File: src/rtl/data_memory_arbiter_if.sv
// data_memory_arbiter_if: command/response channel between one requester and the arbiter
interface data_memory_arbiter_if;
    logic        req;
    logic        we;
    logic [2:0]  funct3;
    logic [31:0] addr;
    logic [31:0] wdata;
    logic        ready;
    logic        rvalid;
    logic [31:0] rdata;
    logic        err;
    modport master (output req, we, funct3, addr, wdata, input ready, rvalid, rdata, err);
    modport slave  (input req, we, funct3, addr, wdata, output ready, rvalid, rdata, err);
endinterface

File: src/rtl/data_memory_arbiter.sv
// data_memory_arbiter: round-robin two-requester sequencer in front of the shared data memory port
module data_memory_arbiter #(
    parameter int MEM_BYTES = 1024
) (
    input  logic                 clock,
    input  logic                 reset_n,
    data_memory_arbiter_if.slave r0,
    data_memory_arbiter_if.slave r1,
    output logic                 mem_read,
    output logic                 mem_write,
    output logic [2:0]           mem_funct3,
    output logic [31:0]          mem_addr,
    output logic [31:0]          mem_wdata,
    input  logic [31:0]          mem_rdata
);
    typedef enum logic [1:0] {IDLE, ACCESS, RESP} state_t;
    state_t      state, state_next;
    logic        ptr, any_req, win, accept, live;
    logic        cmd_id, cmd_we, cmd_bad, resp_err;
    logic [2:0]  cmd_funct3;
    logic [31:0] cmd_addr, cmd_wdata, load_data, resp_data;
    logic [32:0] cmd_size;

    assign any_req = r0.req | r1.req;
    assign win     = (r0.req & r1.req) ? ptr : r1.req;
    assign accept  = (state == IDLE) & any_req;

    // legality of the latched command (known size, natural alignment, fits in memory) and load masking
    always_comb begin
        cmd_size  = (cmd_funct3 == 3'b000) ? 33'd1 : (cmd_funct3 == 3'b001) ? 33'd2 : 33'd4;
        cmd_bad   = (cmd_funct3 > 3'b010) | ((cmd_funct3 == 3'b001) & cmd_addr[0]) |
                    ((cmd_funct3 == 3'b010) & (|cmd_addr[1:0])) |
                    (({1'b0, cmd_addr} + cmd_size) > 33'(MEM_BYTES));
        load_data = (cmd_funct3 == 3'b000) ? {24'd0, mem_rdata[7:0]} :
                    (cmd_funct3 == 3'b001) ? {16'd0, mem_rdata[15:0]} : mem_rdata;
    end

    // state register; reset abandons any in-flight transaction
    always_ff @(posedge clock or negedge reset_n) begin
        if (!reset_n) state <= IDLE;
        else          state <= state_next;
    end

    // fixed IDLE -> ACCESS -> RESP sequence, leaving IDLE only when someone requests
    always_comb begin
        state_next = IDLE;
        case (state)
            IDLE:    state_next = any_req ? ACCESS : IDLE;
            ACCESS:  state_next = RESP;
            default: state_next = IDLE;
        endcase
    end

    // latch the winner's command on accept, capture the response at the end of ACCESS
    always_ff @(posedge clock or negedge reset_n) begin
        if (!reset_n) begin
            ptr        <= 1'b0;
            cmd_id     <= 1'b0;
            cmd_we     <= 1'b0;
            cmd_funct3 <= 3'd0;
            cmd_addr   <= 32'd0;
            cmd_wdata  <= 32'd0;
            resp_data  <= 32'd0;
            resp_err   <= 1'b0;
        end else if (accept) begin
            ptr        <= ~win;
            cmd_id     <= win;
            cmd_we     <= win ? r1.we : r0.we;
            cmd_funct3 <= win ? r1.funct3 : r0.funct3;
            cmd_addr   <= win ? r1.addr : r0.addr;
            cmd_wdata  <= win ? r1.wdata : r0.wdata;
        end else if (state == ACCESS) begin
            resp_err   <= cmd_bad;
            resp_data  <= (cmd_bad | cmd_we) ? 32'd0 : load_data;
        end
    end

    // memory strobes only in ACCESS of a legal command; responses only to the owning requester
    always_comb begin
        live       = (state == ACCESS) & ~cmd_bad;
        mem_read   = live & ~cmd_we;
        mem_write  = live & cmd_we;
        mem_funct3 = live ? cmd_funct3 : 3'd0;
        mem_addr   = live ? cmd_addr : 32'd0;
        mem_wdata  = live ? cmd_wdata : 32'd0;
        r0.ready   = accept & ~win;
        r1.ready   = accept & win;
        r0.rvalid  = (state == RESP) & ~cmd_id;
        r1.rvalid  = (state == RESP) & cmd_id;
        r0.rdata   = ((state == RESP) & ~cmd_id) ? resp_data : 32'd0;
        r1.rdata   = ((state == RESP) & cmd_id) ? resp_data : 32'd0;
        r0.err     = (state == RESP) & ~cmd_id & resp_err;
        r1.err     = (state == RESP) & cmd_id & resp_err;
    end
endmodule

File: src/flat_wrapper.sv
// flat-port wrapper written by rule: the top's interface ports become plain ports
module data_memory_arbiter_flat 
#(
    parameter int MEM_BYTES = 1024
)
  (clock, reset_n, mem_read, mem_write, mem_funct3, mem_addr, mem_wdata, mem_rdata, r0_req, r0_we, r0_funct3, r0_addr, r0_wdata, r0_ready, r0_rvalid, r0_rdata, r0_err, r1_req, r1_we, r1_funct3, r1_addr, r1_wdata, r1_ready, r1_rvalid, r1_rdata, r1_err);
  data_memory_arbiter_if r0_i ();
  data_memory_arbiter_if r1_i ();
  input  logic clock;
  input  logic reset_n;
  output logic mem_read;
  output logic mem_write;
  output logic [2:0] mem_funct3;
  output logic [31:0] mem_addr;
  output logic [31:0] mem_wdata;
  input  logic [31:0] mem_rdata;
  input wire logic [$bits(r0_i.req)-1:0] r0_req;
  input wire logic [$bits(r0_i.we)-1:0] r0_we;
  input wire logic [$bits(r0_i.funct3)-1:0] r0_funct3;
  input wire logic [$bits(r0_i.addr)-1:0] r0_addr;
  input wire logic [$bits(r0_i.wdata)-1:0] r0_wdata;
  output wire logic [$bits(r0_i.ready)-1:0] r0_ready;
  output wire logic [$bits(r0_i.rvalid)-1:0] r0_rvalid;
  output wire logic [$bits(r0_i.rdata)-1:0] r0_rdata;
  output wire logic [$bits(r0_i.err)-1:0] r0_err;
  input wire logic [$bits(r1_i.req)-1:0] r1_req;
  input wire logic [$bits(r1_i.we)-1:0] r1_we;
  input wire logic [$bits(r1_i.funct3)-1:0] r1_funct3;
  input wire logic [$bits(r1_i.addr)-1:0] r1_addr;
  input wire logic [$bits(r1_i.wdata)-1:0] r1_wdata;
  output wire logic [$bits(r1_i.ready)-1:0] r1_ready;
  output wire logic [$bits(r1_i.rvalid)-1:0] r1_rvalid;
  output wire logic [$bits(r1_i.rdata)-1:0] r1_rdata;
  output wire logic [$bits(r1_i.err)-1:0] r1_err;
  assign r0_i.req = r0_req;
  assign r0_i.we = r0_we;
  assign r0_i.funct3 = r0_funct3;
  assign r0_i.addr = r0_addr;
  assign r0_i.wdata = r0_wdata;
  assign r0_ready = r0_i.ready;
  assign r0_rvalid = r0_i.rvalid;
  assign r0_rdata = r0_i.rdata;
  assign r0_err = r0_i.err;
  assign r1_i.req = r1_req;
  assign r1_i.we = r1_we;
  assign r1_i.funct3 = r1_funct3;
  assign r1_i.addr = r1_addr;
  assign r1_i.wdata = r1_wdata;
  assign r1_ready = r1_i.ready;
  assign r1_rvalid = r1_i.rvalid;
  assign r1_rdata = r1_i.rdata;
  assign r1_err = r1_i.err;
  data_memory_arbiter #(.MEM_BYTES(MEM_BYTES)) u_core (.clock(clock), .reset_n(reset_n), .r0(r0_i), .r1(r1_i), .mem_read(mem_read), .mem_write(mem_write), .mem_funct3(mem_funct3), .mem_addr(mem_addr), .mem_wdata(mem_wdata), .mem_rdata(mem_rdata));
endmodule
File: config.mk
export PLATFORM = sky130hd
export DESIGN_NAME = data_memory_arbiter_flat
export DESIGN_NICKNAME = d
export VERILOG_FILES = /design/src/rtl/data_memory_arbiter_if.sv /design/src/rtl/data_memory_arbiter.sv /design/src/flat_wrapper.sv
export SDC_FILE = /design/constraint.sdc
export NUM_CORES = 1
export LEC_CHECK = 0
export CAP_MARGIN = 20
export CORE_MARGIN = 2
export CORE_UTILIZATION = 38
export CTS_CLUSTER_SIZE = 20
export DETAILED_ROUTE_END_ITERATION = 8
export HOLD_SLACK_MARGIN = 0.12
export PLACE_DENSITY = 0.77
export SLEW_MARGIN = 10
export SYNTH_ARGS = -nofsm -noshare
export SYNTH_HDL_FRONTEND = slang
export SYNTH_SLANG_ARGS = --single-unit
File: constraint.sdc
create_clock -name clock -period 4 [get_ports clock]
set_clock_uncertainty 0.1 [all_clocks]
set_input_delay 0.8 -clock clock [delete_from_list [all_inputs] [get_ports clock]]
set_output_delay 0.8 -clock clock [all_outputs]
set_load 0.05 [all_outputs]
# Word-level counts from Yosys, hierarchy flattened
# Index checks and enable logic that the tools add are counted.
# word_totals
in_bits	172
out_inout_bits	139
elab_cells	60
ff_bits	105
# classes
add_sub_neg	1
n_mux	17
n_eq_ne	4
bitwise	23
order_cmp	2
n_reduce_logical	4
# ops
operator	n
$mux W32	9
$add A32 B33 Y33	1
$gt A33 B11 Y1 const B	1
$mux W33	1
$and A1 B1 Y1	13
$mux W3	3
$not A1 Y1	5
$or A1 B1 Y1	5
$pmux W2 S2	1
$eq A3 B1 Y1 const B	1
$eq A3 B2 Y1 const B	1
$gt A3 B2 Y1 const B	1
$logic_not A3 Y1	1
$mux W1	3
$eq A2 B1 Y1 const B	1
$eq A2 B2 Y1 const B	1
$logic_not A2 Y1	1
$reduce_and A2 Y1	1
$reduce_or A2 Y1	1

# Depth between registers and ports, before layout
# Gate-level depths: netlist of run 1.
# depth
word_depth	9
ltp_mapped	15
mapped_depth_nobuf	11

# Least setup slack after synthesis of run 1
# Ideal clock, no wire load.
# synth_path
kind	register to output
from	reg u_core.cmd_funct3[1]
to	out mem_wdata[10]
t_required_ns	3.100
path_buffers	2
t_arrival_ns	4.287
slack_ns	-1.187
path_stages_with_launch	14
path_cell_list	dfrtp_1 -> or2_2 -> clkbuf_1 -> nor2_1 -> ha_1 -> fa_1 -> a21oi_2 -> nor2_1 -> a311oi_1 -> o311ai_1 -> o41ai_4 -> nand4b_1 -> clkbuf_1 -> nor3_1
# synth_via
elab_chain_len	9
# synth_rtl
item	line_no	rtl
start, declared	data_memory_arbiter.sv:20	logic [2:0] cmd_funct3;
start signal, assigned	data_memory_arbiter.sv:69	cmd_funct3 <= win ? r1.funct3 : r0.funct3;
$eq A3 B1 Y1	data_memory_arbiter.sv:30, data_memory_arbiter.sv:31	
$mux W3	data_memory_arbiter.sv:30	cmd_size = (cmd_funct3 == 3'b000) ? 33'd1 : (cmd_funct3 == 3'b001) ? 33'd2 : 33'd4;
$mux W33	data_memory_arbiter.sv:30	
$add A32 B33 Y33	data_memory_arbiter.sv:33	(({1'b0, cmd_addr} + cmd_size) > 33'(MEM_BYTES));
$gt A33 B11 Y1	data_memory_arbiter.sv:33	
$or A1 B1 Y1 *	data_memory_arbiter.sv:32	((cmd_funct3 == 3'b010) & (|cmd_addr[1:0])) |
$not A1 Y1 *	data_memory_arbiter.sv:80	live = (state == ACCESS) & ~cmd_bad;
$and A1 B1 Y1 *	data_memory_arbiter.sv:80	
$mux W32 *	data_memory_arbiter.sv:85	mem_wdata = live ? cmd_wdata : 32'd0;
end, declared	flat_wrapper.sv:15	output logic [31:0] mem_wdata;
# Every way passes the cells marked *; elsewhere a longest branch is shown, timed or not.

# Worst setup path after layout of run 1
# layout_path
from	reg u_core.cmd_funct3[1]
to	out mem_wdata[28]
# Same word-level chain as after synthesis.

==> run_results.csv, run 1 <==
group,metric,value,unit
outcome,status,"complete, but fails checks",
outcome,violations,"setup timing",
synthesis,synthFlopType,"dfrtp_1",
detailed_routing,antenna_left,0,
finish,layout_common_cells,"clkdlybuf4s50_1, inv_1, dfrtp_1, and2_1, a222oi_1",
sta,min_period_over_period,1.115,
finish,drive_gt1_frac,0.2013,
synthesis,netlist_area,0.006635,mm²
detailed_routing,vias,7132,
floorplan,core_area,0.01718,mm²
place,dp_hpwl,17380,µm
floorplan,die_area,0.01853,mm²
place,dpl_cell_area,0.01097,mm²
finish,area_delta_synth_final,74.77,%
sta,max_freq,224.2,MHz
critical_path,startpoint,"u_core.cmd_funct3[1]",
sta,fin_ws,-461.2,ps
finish,seq_area,0.002628,mm²
synthesis,avgSynthCellArea,8.696,µm²
critical_path,critPathMaxStageDelay,380,ps
cts,clock-sinks,105,
critical_path,arrival,3560,ps
floorplan,pin_count,311,
critical_path,worst_path_most_repeated_cell,"buf_12",
synthesis,ys_seq_area_frac,0.3960,
critical_path,regToRegEndpoint,"u_core.resp_data[0]",
synthesis,ys_ff_latch,105,
cts,cts-htree-levels,3,
place,io_buffers,288,
synthesis,yosysWarningCount,0,
cts,cts_buffers,9,
cts,holdBufCountCts,0,
grt,grt_remaining_overflow,0,
synthesis,synth_area_leaders,"dfrtp_1, a222oi_1, inv_1, and2_1, nand4_1",
synthesis,netlist.area_leader.share,0.3960,
detailed_routing,drt_iter0_drc,610,
sta,max_slew.worst_pin.slew,846.4,ps
synthesis,synth_cell_types,61,
finish,fillers,1365,
critical_path,rr_worst_depth,12,
critical_path,critPathSlowestCell,"dfrtp_1",
place,gp_congestion,0.8922,
floorplan,num_rows,48,
finish,fin_area,0.01160,mm²
cts,clkLatencyLatePin,340,ps
floorplan,start_util,0.3863,
grt,grt_max_degree,72,
critical_path,path_class,"reg2out",
worst_hold_path,min_path_type,"in2async",
detailed_routing,firstDrtPassIters,9,
power_and_ir_drop,power.density,522.8,mW/mm²
cts,clk_path_buf_depth,2,
sta,fin_crit,4461,ps
detailed_routing,routed_wl,24130,µm
finish,diodes,0,
finish,final_nets,1235,
sta,holdWs,360.3,ps
detailed_routing,drc,0,
finish,final_common_cell,"clkdlybuf4s50_1",
flow_run,max-cap-violations,0,
sta,rsz0062_at_grt,"true",
critical_path,path_max_fanout,7,
sta,finalHoldViolations,0,
critical_path,worst_setup_path_start_kind,"register",
grt,track_usage,0.2533,
floorplan,die_y,136.1,µm
critical_path,cp-end-kind,"primary output",
critical_path,r2r-start,"u_core.cmd_funct3[1]",
sta,drv_slew,0,
detailed_routing,via_per_inst,5.537,
critical_path,critPathRequiredTime,3100,ps
grt,grt_pass1_wl,36800,µm
critical_path,cp_cell_sequence,"or2_4, nor2_4, ha_4, fa_2, a21o_1, nand4_1, buf_4, nor4b_4, xnor2_2, nand4b_1, buf_6, buf_12, buf_12, nor3_4, buf_12",
critical_path,reg2reg_slack,390,ps
cts,cts_root_buf,"clkbuf_16",
grt,grt_pass1_vias,6901,
synthesis,ys_async_sr_fraction,1.000,
finish,multi_input_area,0.003864,mm²
synthesis,syn-instance-count,763,
power_and_ir_drop,p_leak,5.275,nW
sta,slew_headroom,0.4358,
detailed_routing,wl_per_cell,18.73,µm
floorplan,fp.dieW,136.1,µm
power_and_ir_drop,vdd_ir_drop_max,0.2973,mV
sta,setup_viol,47,
grt,antenna_found_initial,0,
synthesis,yosysTopAreaCell,"dfrtp_1",
cts,cts_tree,"yes",
synthesis,synth_edf_count,0,
cts,clk_pin_slew,70,ps
==> cell families (layout without fill, tap and decap cells) <==
family / after synthesis / count (layout) / synth area share
AO/OA/AOI/OAI: 140 / 140 / 0.1774
XOR/XNOR: 10 / 10 / 0.01320
adder cells (fa/ha/maj): 4 / 4 / 0.008675
buffers and inverters: 209 / 488 / 0.1358
flip-flops: 105 / 105 / 0.3960
multiplexers: 3 / 3 / 0.004714
other: 1 / 22 / 0.0005652
AND/OR/NAND/NOR: 291 / 291 / 0.2636
==> critical path, delay by kind of cell (launching register included) <==
kind	cells	cell delay (ps)
adders and majority gates	2	400
xor gates and xnor gates	1	160
buffers and inverters	5	850
DFF	1	380
AOI/OAI and AO/OA	1	170
and+or+nand+nor	6	1240
==> area by class of cell <==
class | count | share of cell area
repair buffers | 351 | 0.3510
multi-input cells | 470 | 0.3332
flip-flops and latches | 105 | 0.2266
inverters | 122 | 0.03949
well taps | 225 | 0.02428
clock buffers | 11 | 0.02093
clock inverters | 4 | 0.004532
==> sequential cells by signal, indices dropped and copies added, names as in the netlist <==
register	count
u_core.cmd_wdata	32
u_core.cmd_funct3	3
u_core.cmd_id	1
u_core.resp_data	32
u_core.cmd_addr	32
u_core.state	2
u_core.cmd_we	1
u_core.ptr	1
u_core.resp_err	1
==> Yosys cell counts (all sizes together), types with 3 or more instances <==
| master | instances |
|---|---|
| nand4 | 35 |
| nor2 | 14 |
| inv | 122 |
| xor2 | 5 |
| buf | 33 |
| nor3b | 10 |
| a21oi | 7 |
| nand3 | 16 |
| a21o | 3 |
| ha | 3 |
| o21ai | 29 |
| a31oi | 8 |
| clkbuf | 54 |
| a222oi | 68 |
| or2 | 3 |
| and2 | 69 |
| dfrtp | 105 |
| nand2b | 3 |
| xnor2 | 5 |
| o31ai | 8 |
| and4 | 3 |
| nor4 | 7 |
| nand2 | 45 |
| a41oi | 3 |
| nor3 | 55 |
| and3 | 19 |
==> what timing repair did <==
action / CTS / global route
cloned: 1 / 2
pin swaps: 37 / 19
resized for setup: 16 / 19
setup endpoints to repair: 47 / 47
buffers inserted: 8 / 3
==> layer usage <==
metal	GRT usage	vias up	wire [µm]
li1	-	3286	-
met1	0.3180	3484	9377
met2	0.4341	335	12330
met3	0.06152	27	2025
met4	0.07118	0	392
met5	0	-	0
==> per-stage QoR <==
| step | utilization | instances | TNS, ps | setup WS [ps] | total power, mW |
|---|---|---|---|---|---|
| final | 0.6751 | 1288 | -18420 | -461.2 | 6.062 |
| after floorplan | - | 784 | -12670 | -318.7 | 3.907 |
| after CTS | 0.6652 | 1284 | -16870 | -410.5 | 5.971 |
| after global placement | 0.6385 | 1260 | -267.5 | -30.17 | 4.865 |
| after detailed placement | 0.6385 | 1260 | -2260 | -79.34 | 4.936 |
| after global routing | 0.6751 | 1288 | -25200 | -592.7 | 6.453 |
==> where the power goes <==
part | total, mW | leakage, nW | internal, mW | switching [mW]
combinational | 3.33 | 3.79 | 1.31 | 2.03
clock | 0.902 | 0.146 | 0.503 | 0.400
sequential | 1.83 | 1.33 | 1.43 | 0.397
==> how the worst max path moves through the flow <==
stage,to,slack (ps),depth (start not counted)
after floorplan,mem_addr[0],-320,13
after global placement,mem_wdata[20],-30,14
after detailed placement,mem_wdata[28],-80,13
after CTS,mem_wdata[28],-410,15
after global routing,mem_wdata[17],-590,15
final,mem_wdata[28],-460,15
Power figures use the tool's default switching activity.
==> inputs of run 2 (changes only) <==
--- a/config.mk
+++ b/config.mk
@@ -7,11 +7,13 @@
 export LEC_CHECK = 0
 export CAP_MARGIN = 20
 export CORE_MARGIN = 2
-export CORE_UTILIZATION = 38
+export CORE_UTILIZATION = 39
+export CTS_BUF_LIST = sky130_fd_sc_hd__clkbuf_8
 export CTS_CLUSTER_SIZE = 20
 export DETAILED_ROUTE_END_ITERATION = 8
 export HOLD_SLACK_MARGIN = 0.12
-export PLACE_DENSITY = 0.77
+export PLACE_DENSITY = 0.79
+export SKIP_CTS_REPAIR_TIMING = 1
 export SLEW_MARGIN = 10
 export SYNTH_ARGS = -nofsm -noshare
 export SYNTH_HDL_FRONTEND = slang
==> run 2 against run 1 <==
  * The flow still finishes with violations (setup timing)
  * Setup slack about the same
  * Sequential cell count unchanged
  * Critical path depth down 2
  * Maximum frequency about the same
  * Final cell count down 0.93%
  * Routed wire length down 1.2%
  * Design area down 3.0%
  * Core utilization up 0.33 points
  * Clock power down 28%
==> run_results.csv, run 2 (synthesis results as in run 1) <==
group,metric,value,unit
outcome,status,"complete, but fails checks",
outcome,violations,"setup timing",
detailed_routing,drc,0,
floorplan,core_area,0.01658,mm²
finish,drive_gt1_frac,0.1903,
grt,grt_remaining_overflow,0,
grt,grt_pass1_wl,37230,µm
power_and_ir_drop,vdd_ir_drop_max,0.3587,mV
sta,rsz0062_at_grt,"true",
critical_path,critPathRequiredTime,3100,ps
detailed_routing,wl_met3,1866,µm
detailed_routing,antenna_left,0,
critical_path,cp-end-kind,"primary output",
finish,area_delta_synth_final,69.56,%
critical_path,regToRegEndpoint,"u_core.resp_data[4]",
sta,fin_ws,-460.8,ps
cts,clk_pin_slew,90,ps
worst_hold_path,min_path_type,"in2async",
sta,slew_headroom,0.4644,
critical_path,path_buf_inv,2,
finish,diodes,0,
grt,antenna_found_initial,0,
power_and_ir_drop,p_leak,5.115,nW
detailed_routing,wl_met1,9551,µm
cts,clock-sinks,105,
detailed_routing,wl_met2,11940,µm
finish,final_cells,1276,
cts,cts-htree-levels,3,
sta,setup_viol,47,
critical_path,cp_cell_sequence,"or2_4, nor2_4, ha_4, fa_2, a21o_1, nand4_1, nor2_1, mux2_4, nor4_2, nand4_1, clkbuf_8, nor3_4, buf_12",
critical_path,worst_path_most_repeated_cell,"nand4_1",
detailed_routing,firstDrtPassIters,9,
flow_run,max-cap-violations,0,
sta,max_freq,224.2,MHz
place,gp_congestion,0.9104,
floorplan,fp.dieW,134.4,µm
sta,finalHoldViolations,0,
sta,drv_slew,0,
cts,cts_buffers,9,
critical_path,path_delay_family,"simple AND/OR/NAND/NOR gates",
critical_path,path_max_fanout,15,
detailed_routing,via_per_inst,5.585,
floorplan,die_area,0.01807,mm²
critical_path,worst_setup_path_start_kind,"register",
place,dp_hpwl,17310,µm
floorplan,die_y,134.4,µm
finish,final_common_cell,"clkdlybuf4s50_1",
power_and_ir_drop,finalPower,5.691,mW
sta,min_period_over_period,1.115,
sta,max_slew.worst_pin.slew,803.3,ps
detailed_routing,routed_wl,23840,µm
floorplan,start_util,0.4001,
cts,cts_root_buf,"clkbuf_8",
critical_path,r2r-start,"u_core.cmd_funct3[1]",
critical_path,critPathMaxStageDelay,390,ps
cts,cts_tree,"yes",
finish,layout_common_cells,"clkdlybuf4s50_1, inv_1, dfrtp_1, and2_1, a222oi_1",
detailed_routing,wl_per_cell,18.68,µm
detailed_routing,vias,7126,
critical_path,critPathSlowestCell,"dfrtp_1",
place,dp_cells,1253,
finish,final_nets,1228,
sta,fin_crit,4461,ps
floorplan,pin_count,311,
detailed_routing,highest_layer,"met4",
cts,clk_path_buf_depth,2,
cts,clkLatencyLatePin,380,ps
critical_path,rr_worst_depth,13,
grt,grt_max_degree,72,
finish,top_regs,"u_core.cmd_addr: 32 flops, u_core.cmd_wdata: 32 flops, u_core.resp_data: 32 flops",
grt,grt_pass1_vias,6826,
detailed_routing,drt_iter0_drc,614,
grt,track_usage,0.2614,
critical_path,arrival,3560,ps
place,io_buffers,288,
power_and_ir_drop,power.density,505.8,mW/mm²
critical_path,reg2reg_slack,470,ps
floorplan,num_rows,47,
critical_path,path_class,"reg2out",
-- run 2: cell count changes in the layout (fill, tap and decap cells not counted), moves of 2 or more --
| cell | delta |
|---|---|
| clkbuf_8 | +12 |
| a31oi_1 | +2 |
| clkbuf_16 | -10 |
| buf_4 | +5 |
| buf_12 | -7 |
| buf_6 | -3 |
| buf_8 | -2 |
| a31oi_2 | -2 |
-- run 2: area by class of cell --
type	instances	area [µm²]
clock buffers	12	165.2
clock inverters	3	16.27
fillers	1303	5333
inverters	122	457.9
multi-input cells	470	3816
flip-flops and latches	105	2628
well taps	220	275.3
repair buffers	344	3892
-- run 2: report_power, final --
part / switching [mW] / internal (mW)
Combinational: 1.98 / 1.22
Clock: 0.377 / 0.272
Sequential: 0.412 / 1.43
Total: 2.77 / 2.92
-- run 2: per-stage QoR --
step | instance area [µm²] | hold WS, ps | utilization | setup TNS [ps] | setup slack (ps)
floorplan | 7341 | 341.0 | - | -12670 | -318.7
global placement | 10900 | 351.1 | 0.6571 | -727.6 | -56.44
detailed placement | 10900 | 357.2 | 0.6571 | -4061 | -132.3
CTS | 11080 | 282.5 | 0.6680 | -25040 | -575.6
global route | 11250 | 310.4 | 0.6784 | -27520 | -638.5
finish | 11250 | 283.5 | 0.6784 | -19560 | -460.8
-- run 2: worst max path at each step --
| stage | slack (ps) | depth (start not counted) | start | end |
|---|---|---|---|---|
| global placement | -60 | 13 | u_core.cmd_funct3[2] | mem_write |
| global route | -640 | 14 | u_core.cmd_funct3[2] | mem_wdata[1] |
| finish | -460 | 13 | u_core.cmd_funct3[1] | mem_addr[10] |
| detailed placement | -130 | 13 | u_core.cmd_funct3[2] | mem_addr[10] |
| CTS | -580 | 13 | u_core.cmd_funct3[2] | mem_addr[10] |
| floorplan | -320 | 13 | u_core.cmd_funct3[2] | mem_addr[0] |
-- run 2: layer usage --
layer  global-route usage  vias to the layer above
met5                    0                        -
met4              0.08012                        0
met3              0.04800                       32
met2               0.4430                      380
met1               0.3406                     3433
li1                     -                     3281
-- run 2: worst register-to-register path, cell delays in order (launching register included) --
cell,delay (ps)
dfrtp_1,390
or2_4,280
nor2_4,120
ha_4,150
fa_2,260
a21o_1,170
nand4_1,200
buf_4,200
o31a_1,270
nor4_1,210
nand4bb_1,130
or4_1,420
buf_4,260
o31ai_1,280
==> RTL edit, RTL diff (settings of run 2) <==
The 3 states of `state_t` get a one-hot encoding in 3 bits.
--- a/src/rtl/data_memory_arbiter.sv
+++ b/src/rtl/data_memory_arbiter.sv
@@ -14,5 +14,5 @@
     input  logic [31:0]          mem_rdata
 );
-    typedef enum logic [1:0] {IDLE, ACCESS, RESP} state_t;
+    typedef enum logic [2:0] {IDLE = 3'b001, ACCESS = 3'b010, RESP = 3'b100} state_t;
     state_t      state, state_next;
     logic        ptr, any_req, win, accept, live;
Formal check against the unedited RTL: no difference found for any inputs over 10 cycles, from zero or initial values and one cycle with reset_n low; not proved beyond that.
==> RTL edit against run 2 <==
Design area is 1.0% lower. Setup slack worse by 0.041 ns. Clock power is 7.9% higher. Routed wire length down 6.9%. The flow finishes with violations (design-rule violations, negative setup slack). Power down 8.2%. Sequential share of layout area rose by 0.48 points. Synthesized area is 2.8% lower. Sequential cell count rose by 1.
==> RTL edit: results (changes against run 2) <==
Top Registers - u_core.cmd_addr: 32 flops, u_core.cmd_wdata: 32 flops, u_core.resp_data: 32 flops
Hold Crit Class - input port to asynchronous set/reset pin
first-pass GRT wire length - 34600 µm (-7.0%)
top post-synthesis cells by count - inv_1, dfrtp_1, a222oi_1
Post-DP HPWL - 16200 µm (-6.6%)
drt first pass iters - 9 (unchanged)
worst r2r src - u_core.cmd_funct3[1]$_DFFE_PN0P_
Worst Setup Start Kind - register
Top delay family on crit path - compound AO/OA/AOI/OAI gates
Worst Max-Slew Pin Slew - 0.785 ns (-0.0182 ns)
maximum VDD drop - 0.000401 V (+12%)
Total Routing Usage GR - 24.3% (-1.8 points)
critical path peak fanout - 11 (-4)
ranking of synthesized cells by area - dfrtp_1, a222oi_1, inv_1
total number of vias - 6780 (-4.9%)
pre-CTS setup slack - -0.136 ns (-0.00371 ns)
Worst-path clk slew - 0.10 ns
clock buffer count from CTS - 9 (unchanged)
drt via density - 5.51 (-1.4%)
Clock Latency Late Sink - 0.38 ns (about the same)
crit path max-delay cell type - dfrtp_1
clk root buf - clkbuf_8
leakage - 5.18 nW (+1.4%)
share of cells above drive strength 1 - 22.0% (+2.9 points)
fillers - 1297 (-0.46%)
reg2reg path depth - 14 (+1)
failing checks - design-rule violations, negative setup slack
Worst path max stage delay - 0.40 ns
final setup vio count - 47 (unchanged)
r2r setup slk - 0.49 ns (+0.02 ns)
GPL Wtd Cong - 0.827 (-9.2%)
Post-Syn Instances - 715 (-6.3%)
IO buf count - 288 (unchanged)
status - finished, violations left
post-synthesis sequential area ratio - 41.2% (+1.6 points)
# H-tree levels - 3 (unchanged)
Yosys warnings - 0 (unchanged)
largest net degree at the start of global routing - 72 (unchanged)
top_reg_cell synth - dfrtp_1
setup TNS - -20.44 ns (-0.880 ns)
Final WS setup - -0.502 ns (-0.0413 ns)
Yosys cell types - 60 (-1.6%)
Starting DRT DRC Count - 599 (-2.4%)
CTS Buffer Depth - 2 (unchanged)
total routed wirelength - 22200 µm (-6.9%)
initial antenna violation count - 0 (unchanged)
NumNets Final - 1182 (-3.7%)
worst r2r dst - u_core.resp_data[7]$_DFFE_PN0P_
FFs w/ async S/R, synth - 100% (unchanged)
drc violations - 2 (+2)
vias in the first global route - 6646 (-2.6%)
Max Cap Violations - 0 (unchanged)
# diodes - 0 (unchanged)
==> RTL edit: cell count changes after synthesis, moves of 7 or more <==
cell      before  now
and3_1        19    6
nor3_1        35   54
o21ai_1       14    1
o41ai_2        0    8
nor3_2        20    1
nand3_1       16   37
nor3b_1       10    3
buf_2          6   14
o31ai_2        0   21
clkbuf_1      54   37
o21ai_0       15    5
nand4_1       34   12
==> RTL edit: per-layer routing <==
| metal | vias up | wire (µm) | track usage (%) | part of all wire [%] |
|---|---|---|---|---|
| met1 | 3303 | 8550 | 29.5 | 38 |
| met5 | - | 0 | 0 | 0 |
| met4 | 0 | 480 | 7.83 | 2.2 |
| met3 | 29 | 1800 | 5.86 | 8.1 |
| li1 | 3118 | - | - | - |
| met2 | 330 | 11400 | 42.6 | 51 |
==> RTL edit: area by class of cell <==
cell class                      count  share of cell area, %
Multi-Input combinational cell    426                   33.6
Timing Repair Buffer              336                   34.0
Sequential cell                   106                   23.8
Clock buffer                       11                   1.36
Clock inverter                      5                  0.483
Inverter                          127                   4.28
Tap cell                          220                   2.47
==> RTL edit: cell families after synthesis <==
logic type / after synthesis / synth area share, %
AND/OR/NAND/NOR: 254 / 21.8
buffers and inverters: 204 / 13.6
AO/OA/AOI/OAI: 140 / 21.7
flip-flops: 106 / 41.2
XOR/XNOR: 5 / 0.679
adder cells (fa/ha/maj): 4 / 0.893
other: 1 / 0.0582
multiplexers: 1 / 0.155
==> RTL edit: stage by stage <==
stage | hold slack, ns | instance area, µm²
6_report | 0.357 | 11100
5_1_grt | 0.414 | 11100
4_1_cts | 0.383 | 10900
3_5_place_dp | 0.370 | 10700
3_3_place_gp | 0.354 | 10700
2_1_floorplan | 0.341 | 7180
==> RTL edit: worst max-delay path by stage <==
stage | end | depth (start not counted)
after floorplan | mem_addr[10] | 12
after global placement | mem_addr[6] | 14
after detailed placement | mem_read | 14
after CTS | mem_read | 14
after global routing | mem_write | 14
final | mem_read | 14
==> RTL edit: power breakdown <==
| group | switching [mW] | internal (mW) |
|---|---|---|
| Clock | 0.378 | 0.322 |
| Combinational | 1.55 | 1.06 |
| Sequential | 0.446 | 1.46 |
| Total | 2.38 | 2.85 |
==> RTL edit: worst register-to-register path: cells and delay by family (launching register included) <==
| kind | cells | cell delay, ns |
|---|---|---|
| AND/OR/NAND/NOR | 3 | 0.58 |
| flip-flops | 1 | 0.40 |
| buffers and inverters | 5 | 0.82 |
| AO/OA/AOI/OAI | 5 | 1.24 |
| adder cells (fa/ha/maj) | 1 | 0.27 |
